$ cat config.mk
export PLATFORM = sky130hd
export DESIGN_NAME = imem_fetch_unit
export DESIGN_NICKNAME = d
export VERILOG_FILES = /design/src/rtl/imem_pkg.sv /design/src/rtl/imem_array.sv /design/src/rtl/imem_fetch_unit.sv
export SDC_FILE = /design/constraint.sdc
export NUM_CORES = 1
export LEC_CHECK = 0
export ABC_AREA = 0
export CORE_MARGIN = 2
export CORE_UTILIZATION = 32
export DETAILED_ROUTE_END_ITERATION = 12
export SLEW_MARGIN = 20
export SYNTH_ARGS = -nofsm -noshare
export SYNTH_HDL_FRONTEND = slang
export SYNTH_HIERARCHICAL = 1
export SYNTH_SLANG_ARGS = --single-unit
$ cat constraint.sdc
create_clock -name clk -period 2.8 [get_ports clk]
set_input_delay 0.56 -clock clk [delete_from_list [all_inputs] [get_ports clk]]
set_output_delay 0.56 -clock clk [all_outputs]
set_load 0.05 [all_outputs]
$ cat src/rtl/imem_pkg.sv
// Shared types and defaults for the instruction-memory fetch unit.
// Imported by the RAM array and the fetch unit.
package imem_pkg;

  typedef enum logic {
    RUN,
    PROG
  } state_e;

  localparam logic [15:0] NOP_WORD_DEF = 16'h0000;

  function automatic int idx_w(input int depth);
    return (depth > 1) ? $clog2(depth) : 1;
  endfunction

endpackage

$ cat src/rtl/imem_array.sv
// DEPTH x DATA_W RAM: one sync write port, one sync read port with enable.
// No reset on storage so it maps onto block RAM.
module imem_array #(
  parameter int DATA_W = 16,
  parameter int DEPTH  = 64,
  parameter int IDX_W  = 6
) (
  input  logic              clk,
  input  logic              we,
  input  logic [IDX_W-1:0]  waddr,
  input  logic [DATA_W-1:0] wdata,
  input  logic              re,
  input  logic [IDX_W-1:0]  raddr,
  output logic [DATA_W-1:0] rdata
);

  logic [DATA_W-1:0] mem [DEPTH];

  always_ff @(posedge clk) begin
    if (we) begin
      mem[waddr] <= wdata;
    end
    if (re) begin
      rdata <= mem[raddr];
    end
  end

endmodule

$ cat src/rtl/imem_fetch_unit.sv
// Clocked instruction fetch with valid/ready handshake, fault on
// out-of-range fetch, and a run-time programming port.
module imem_fetch_unit
  import imem_pkg::*;
#(
  parameter int                DATA_W   = 16,
  parameter int                ADDR_W   = 13,
  parameter int                DEPTH    = 64,
  parameter logic [DATA_W-1:0] NOP_WORD = DATA_W'(NOP_WORD_DEF)
) (
  input  logic              clk,
  input  logic              rst_n,
  input  logic              fetch_req,
  input  logic [ADDR_W-1:0] fetch_addr,
  output logic              fetch_ready,
  output logic              rsp_valid,
  input  logic              rsp_ready,
  output logic [DATA_W-1:0] rsp_data,
  output logic              rsp_fault,
  input  logic              prog_en,
  input  logic              prog_we,
  input  logic [ADDR_W-1:0] prog_addr,
  input  logic [DATA_W-1:0] prog_data,
  output logic              prog_active,
  output logic              prog_err,
  output logic [ADDR_W:0]   prog_count
);

  localparam int IDX_W = idx_w(DEPTH);
  localparam logic [ADDR_W:0] DEPTH_C = (ADDR_W+1)'(DEPTH);
  localparam logic [ADDR_W:0] CNT_MAX = {1'b1, {ADDR_W{1'b0}}};
  localparam logic [ADDR_W:0] CNT_ONE = (ADDR_W+1)'(1);

  state_e state_q;
  state_e state_d;

  logic              fetch_ok;
  logic              prog_ok;
  logic              accept;
  logic              consume;
  logic              rd_en;
  logic              wr_en;
  logic              enter_prog;
  logic              rsp_valid_q;
  logic              rsp_fault_q;
  logic              data_sel_q;
  logic              prog_err_q;
  logic [ADDR_W:0]   cnt_q;
  logic [DATA_W-1:0] rd_word;

  assign fetch_ok = {1'b0, fetch_addr} < DEPTH_C;
  assign prog_ok  = {1'b0, prog_addr} < DEPTH_C;

  assign fetch_ready = (state_q == RUN) && !prog_en
                    && (!rsp_valid_q || rsp_ready);
  assign accept  = fetch_req && fetch_ready;
  assign consume = rsp_valid_q && rsp_ready;
  assign rd_en   = accept && fetch_ok;
  assign wr_en   = (state_q == PROG) && prog_we && prog_ok;

  // Mode switch waits for the pending response to drain.
  always_comb begin
    state_d    = state_q;
    enter_prog = 1'b0;
    unique case (state_q)
      RUN: begin
        if (prog_en && !rsp_valid_q) begin
          state_d    = PROG;
          enter_prog = 1'b1;
        end
      end
      PROG: begin
        if (!prog_en) begin
          state_d = RUN;
        end
      end
      default: state_d = RUN;
    endcase
  end

  always_ff @(posedge clk or negedge rst_n) begin
    if (!rst_n) begin
      state_q <= RUN;
    end else begin
      state_q <= state_d;
    end
  end

  // data_sel_q picks the RAM word; cleared means NOP_WORD is shown.
  always_ff @(posedge clk or negedge rst_n) begin
    if (!rst_n) begin
      rsp_valid_q <= 1'b0;
      rsp_fault_q <= 1'b0;
      data_sel_q  <= 1'b0;
    end else if (accept) begin
      rsp_valid_q <= 1'b1;
      rsp_fault_q <= !fetch_ok;
      data_sel_q  <= fetch_ok;
    end else if (consume) begin
      rsp_valid_q <= 1'b0;
    end
  end

  always_ff @(posedge clk or negedge rst_n) begin
    if (!rst_n) begin
      cnt_q      <= '0;
      prog_err_q <= 1'b0;
    end else if (enter_prog) begin
      cnt_q      <= '0;
      prog_err_q <= 1'b0;
    end else if ((state_q == PROG) && prog_we) begin
      if (!prog_ok) begin
        prog_err_q <= 1'b1;
      end else if (cnt_q != CNT_MAX) begin
        cnt_q <= cnt_q + CNT_ONE;
      end
    end
  end

  imem_array #(
    .DATA_W (DATA_W),
    .DEPTH  (DEPTH),
    .IDX_W  (IDX_W)
  ) u_array (
    .clk   (clk),
    .we    (wr_en),
    .waddr (prog_addr[IDX_W-1:0]),
    .wdata (prog_data),
    .re    (rd_en),
    .raddr (fetch_addr[IDX_W-1:0]),
    .rdata (rd_word)
  );

  assign rsp_valid   = rsp_valid_q;
  assign rsp_fault   = rsp_fault_q;
  assign rsp_data    = data_sel_q ? rd_word : NOP_WORD;
  assign prog_active = (state_q == PROG);
  assign prog_err    = prog_err_q;
  assign prog_count  = cnt_q;

endmodule

Yosys cells after proc, flatten, opt, wreduce, memory -nomap -nowiden
Memory sizes are Yosys's and may differ from the RTL's. A register that Yosys moved wholly into a read port is not among the register bits.
Index checks and enable logic that the tools add are counted.
{"block": "totals", "elab_cells": 47, "ram_bits": 1024, "regBits": 19, "memories": 1, "inputBits": 48}
{"memory": "u_array.mem", "depth": 64, "word_bits": 16, "rd": 1, "rd_ports_with_merged_regs": 1, "wr": 1, "line_no": "imem_array.sv:17", "source": "logic [DATA_W-1:0] mem [DEPTH];"}
{"block": "classes", "n_mux": 16, "bitwise": 1, "eq_ne": 2, "magnitude_cmp": 2, "add_sub_neg": 1, "n_reduce_logical": 18}
{"op": "$mux W14", "n": 4}
{"op": "$lt A13 B7 Y1 const B", "n": 2}
{"op": "$mux W16", "n": 1}
{"op": "$add A14 B1 Y14 const B", "n": 1}
{"op": "$ne A14 B14 Y1 const B", "n": 1}
{"op": "$mux W1", "n": 10}
{"op": "$logic_and A1 B1 Y1", "n": 8}
{"op": "$reduce_bool A2 Y1", "n": 4}
{"op": "$logic_not A1 Y1", "n": 3}
{"op": "$reduce_and A3 Y1", "n": 1}
{"op": "$ne A2 B1 Y1 const B", "n": 1}
{"op": "$pmux W1 S2", "n": 1}
{"op": "$reduce_and A2 Y1", "n": 1}
{"op": "$logic_or A1 B1 Y1", "n": 1}
{"op": "$not A1 Y1", "n": 1}

Logic depth before layout (Yosys ltp)
{"block": "depth", "ltp_word": 6, "ltp_mapped": 10, "mapped_depth_nobuf": 6}

Hierarchy
The synthesis kept the hierarchy.
{"module": "imem_array", "n_inst": 1, "area_each_um2": 40202.3, "cells_per_inst": 1829}
{"module": "imem_fetch_unit", "n_inst": 1, "area_each_um2": 1203.7, "cells_per_inst": 137}

Worst setup path before layout
Ideal clock, no wire load.
{"block": "synth_path", "path_kind": "input-to-reg", "from": "input prog_addr[9]", "to": "memory u_array.mem[48][0], enable pin", "path_slack_ps": -420, "n_path_buf": 0, "stages": 6, "arrival_time_ps": 2811, "setup_ps": 409, "path_cell_list": "nor4_2 nand4_2 clkinv_1 nor2b_1 nand4b_1 nor3_1"}
{"block": "synth_between", "elab_chain_cells": 4}
{"item": "from (decl)", "line_no": "imem_fetch_unit.sv:22", "source": "input logic [ADDR_W-1:0] prog_addr,"}
{"item": "$lt A13 B7 Y1", "line_no": "imem_fetch_unit.sv:52", "source": "assign prog_ok = {1'b0, prog_addr} < DEPTH_C;"}
{"item": "$logic_and A1 B1 Y1", "line_no": "imem_fetch_unit.sv:59", "source": "assign wr_en = (state_q == PROG) && prog_we && prog_ok;"}
{"item": "net wr_en", "line_no": "imem_fetch_unit.sv:42", "source": "logic wr_en;"}
{"item": "$mux W1", "line_no": "imem_array.sv:20", "source": "if (we) begin"}
{"item": "$mux W1 (not written as such)", "line_no": "imem_array.sv:21", "source": "mem[waddr] <= wdata;"}
{"item": "to (decl)", "line_no": "imem_array.sv:17"}
The timed path passes the listed nets, and every way through them passes these cells.

Worst setup path in the final report
{"block": "layout_path", "from": "register cnt_q[5] (netlist: prog_count[5])", "to": "output prog_count[5]"}
{"item": "from (decl)", "line_no": "imem_fetch_unit.sv:48", "source": "logic [ADDR_W:0] cnt_q;"}
{"item": "from (signal assigned)", "line_no": "imem_fetch_unit.sv:115", "source": "cnt_q <= cnt_q + CNT_ONE;"}
{"item": "to (decl)", "line_no": "imem_fetch_unit.sv:26", "source": "output logic [ADDR_W:0] prog_count"}
No word-level cell between the ends.

==> flow_summary.yaml <==
worst_hold_path:
  hold_class: "input pin to flop"
critical_path:
  required_ns: 2.24
  crit_type: "flop to output port"
  cp_slowest_cell: "clkdlybuf4s50_1"
  startpoint_type: "flop"
  cp_num_buf_inv: 1
  cp_max_fo: 9
  cp_top_family: "buffers and inverters"
  cp.arrival_ns: 2.08
  end_kind: "output port"
  cp_cell_sequence: "clkdlybuf4s50_1"
  cpPeakStageDelay_ns: 0.87
sta:
  period_minus_slack_ns: 2.641
  skew_ns: 0.01664
  slew_viol_final: 0
  finalHoldViolations: 0
  slew_headroom_pct: 39.33
  finalWorstSetupSlack_ns: 0.1595
  worstMarginPinSlew_ns: 0.9072
  rsz0062_at_grt: "false"
  clock.fmax_ghz: 0.3787
  timing.final.crit_share_pct: 94.30
  tns_ns: 0
  hold_ws_ns: 0.3830
  setup_violations: 0
pwr:
  ir_worst_vdd_v: 0.0004938
  finalPower_mw: 33.06
  p_leak_nw: 16.21
  powerDensity_nw_per_um2: 660.4
route:
  viasPerCell: 5.061
  drc: 0
  wl_per_cell_um: 25.02
  postRouteAntennaNets: 0
  num_vias: 20994
  first_pass_iters: 5
  drt_iter0_drc: 2213
  routed_wl_mm: 103.8
clock_network:
  root_buffer: "clkbuf_16"
  cts.sinks: 1059
  cts_hold_buf: 0
  postCtsSetupBuffers: 0
  cts.path.max_buffers: 3
  clkLatencyLatePin_ns: 0.68
  path_clk_slew_ns: 0.07
  cts_tree: "yes"
  cts_buffers: 101
  cts_max_level: 3
run_status:
  status: "finished clean"
grt:
  grt-ovfl-total: 0
  antenna_found_initial: 4
  first_global_vias: 21602
  grt_start_max_net_pins: 65
  grt_pass1_wl_mm: 150.5
  grt_use_total_pct: 15.60
synth:
  avgSynthCellArea_um2: 21.06
  synthCells: 1966
  synth-seq-cells: 1059
  syn_area_um2: 41410
  synthArstFlopShare_pct: 1.794
  ys_warn_count: 6
  synth_edf_count: 1040
  synthFlopType: "edfxtp_1"
  yosysUniqueCellTypes: 57
  ys_seq_area_share_pct: 76.57
  syn_nets: 2016
cells_and_area:
  nFillCells: 11386
  final_nets: 2382
  final_cell_mix: "edfxtp_1, mux4_2, buf_4"
  drive_gt1_share_pct: 30.56
  multi_input_area_um2: 8961
  area.sequential_um2: 31710
  final_common_cell: "edfxtp_1"
  syn2layout_area_growth_pct: 20.89
  stdcell_count: 4148
place:
  hpwl_mm: 66.97
  gp_congestion: 0.8422
  io_buffers: 82
  pre_cts_ws_ns: -0.2577
  dp_cells: 3958
run:
  maxCapViolations: 0
floorplan:
  initial_utilization_pct: 32.35
  row_count: 131
  fp.dieH_um: 363.7
  die_area_um2: 132300
  io_pins: 83
  die_w_um: 363.7
  core_um2: 128000
==> kinds of logic after synthesis <==
kind of cell	count (synthesis)	share of synthesized area, %
compound gates	149	2.626
fa+ha+maj	2	0.06043
mux	342	15.15
buf+inv	114	1.883
simple gates	300	3.705
flops	1059	76.57
==> synth_stat cells (all sizes together), types with 2 or more instances <==
master	count	area [um2]
nor2b	30	187.7
or3b	2	17.52
a311oi	8	70.07
nand3	32	165.2
nand4	15	106.4
a31oi	10	62.56
nand2	77	296.5
nor3	5	25.02
inv	4	15.01
or3	2	12.51
nand2b	10	62.56
a211oi	8	60.06
a22o	6	52.55
mux2	27	304.0
a21oi	25	125.1
a221oi	16	140.1
buf	78	636.8
edfxtp	1040	31230
mux2i	91	910.9
or4	6	45.04
a221o	6	60.06
nand3b	2	15.01
a211o	8	70.07
and2	19	118.9
dfrtp	19	475.5
and4	6	52.55
clkbuf	31	123.9
ha	2	25.02
o21ai	11	55.05
a22oi	39	292.8
a41oi	5	43.79
nor3b	2	15.01
nor4	10	87.59
o31ai	4	30.03
mux4	224	5060
nor2	79	301.5
==> repair_timing <==
| item | 4_1_cts | 5_1_grt |
|---|---|---|
| resized for setup | 16 | 0 |
| hold endpoints to repair | 0 | 0 |
| endpoints found under the setup margin | 16 | 0 |
==> routing by layer <==
layer / routed length [um] / track usage [%] / part of all wire (%)
met2: 50110 / 25.39 / 48
met1: 43920 / 21.82 / 42
met5: 0 / 0 / 0
met4: 2262 / 3.734 / 2.2
met3: 7476 / 2.657 / 7.2
==> layout make-up <==
type	instances	area share, %
flip-flops and latches	1059	63.34
multi-input cells	793	17.90
repair buffers	372	7.719
clock buffers	117	5.297
well taps	1729	4.322
clock inverters	72	1.380
inverters	5	0.03749
diodes	1	0.004999
==> worst paths after layout <==
check                           depth (start not counted)  slack (ns)             endpoint                from
worst max-delay path                                    1        0.16        prog_count[5]       prog_count[5]
min in group asynchronous                               1        0.39       prog_count[11]               rst_n
worst min register to register                          2        0.54            rsp_fault           rsp_fault
worst min-delay path                                    1        0.38  u_array/mem[30][12]       prog_data[12]
max in group asynchronous                               1        1.84            rsp_valid               rst_n
worst max register to register                          6        0.51     u_array/rdata[9]  u_array/mem[11][9]
==> state kept, by name (all words and copies together), names as in the netlist <==
signal and flops:
prog_err 1, prog_active 1, prog_count 14, u_array/rdata 16, rsp_valid 1, u_array/mem 1024
rsp_fault 1, data_sel_q 1
==> metrics by stage <==
step                cell area (um2)  util [%]
floorplan                     41450         -
global placement              46730     36.51
detailed placement            46730     36.51
CTS                           50050     39.10
global route                  50050     39.10
finish                        50060     39.10
==> where the power goes <==
| group | total (mW) | internal, mW | switching (mW) |
|---|---|---|---|
| clock | 13.8 | 7.90 | 5.88 |
| sequential | 17.4 | 17.4 | 0.00679 |
| combinational | 1.87 | 0.753 | 1.12 |
No activity file was read; power rests on OpenSTA's default activity.
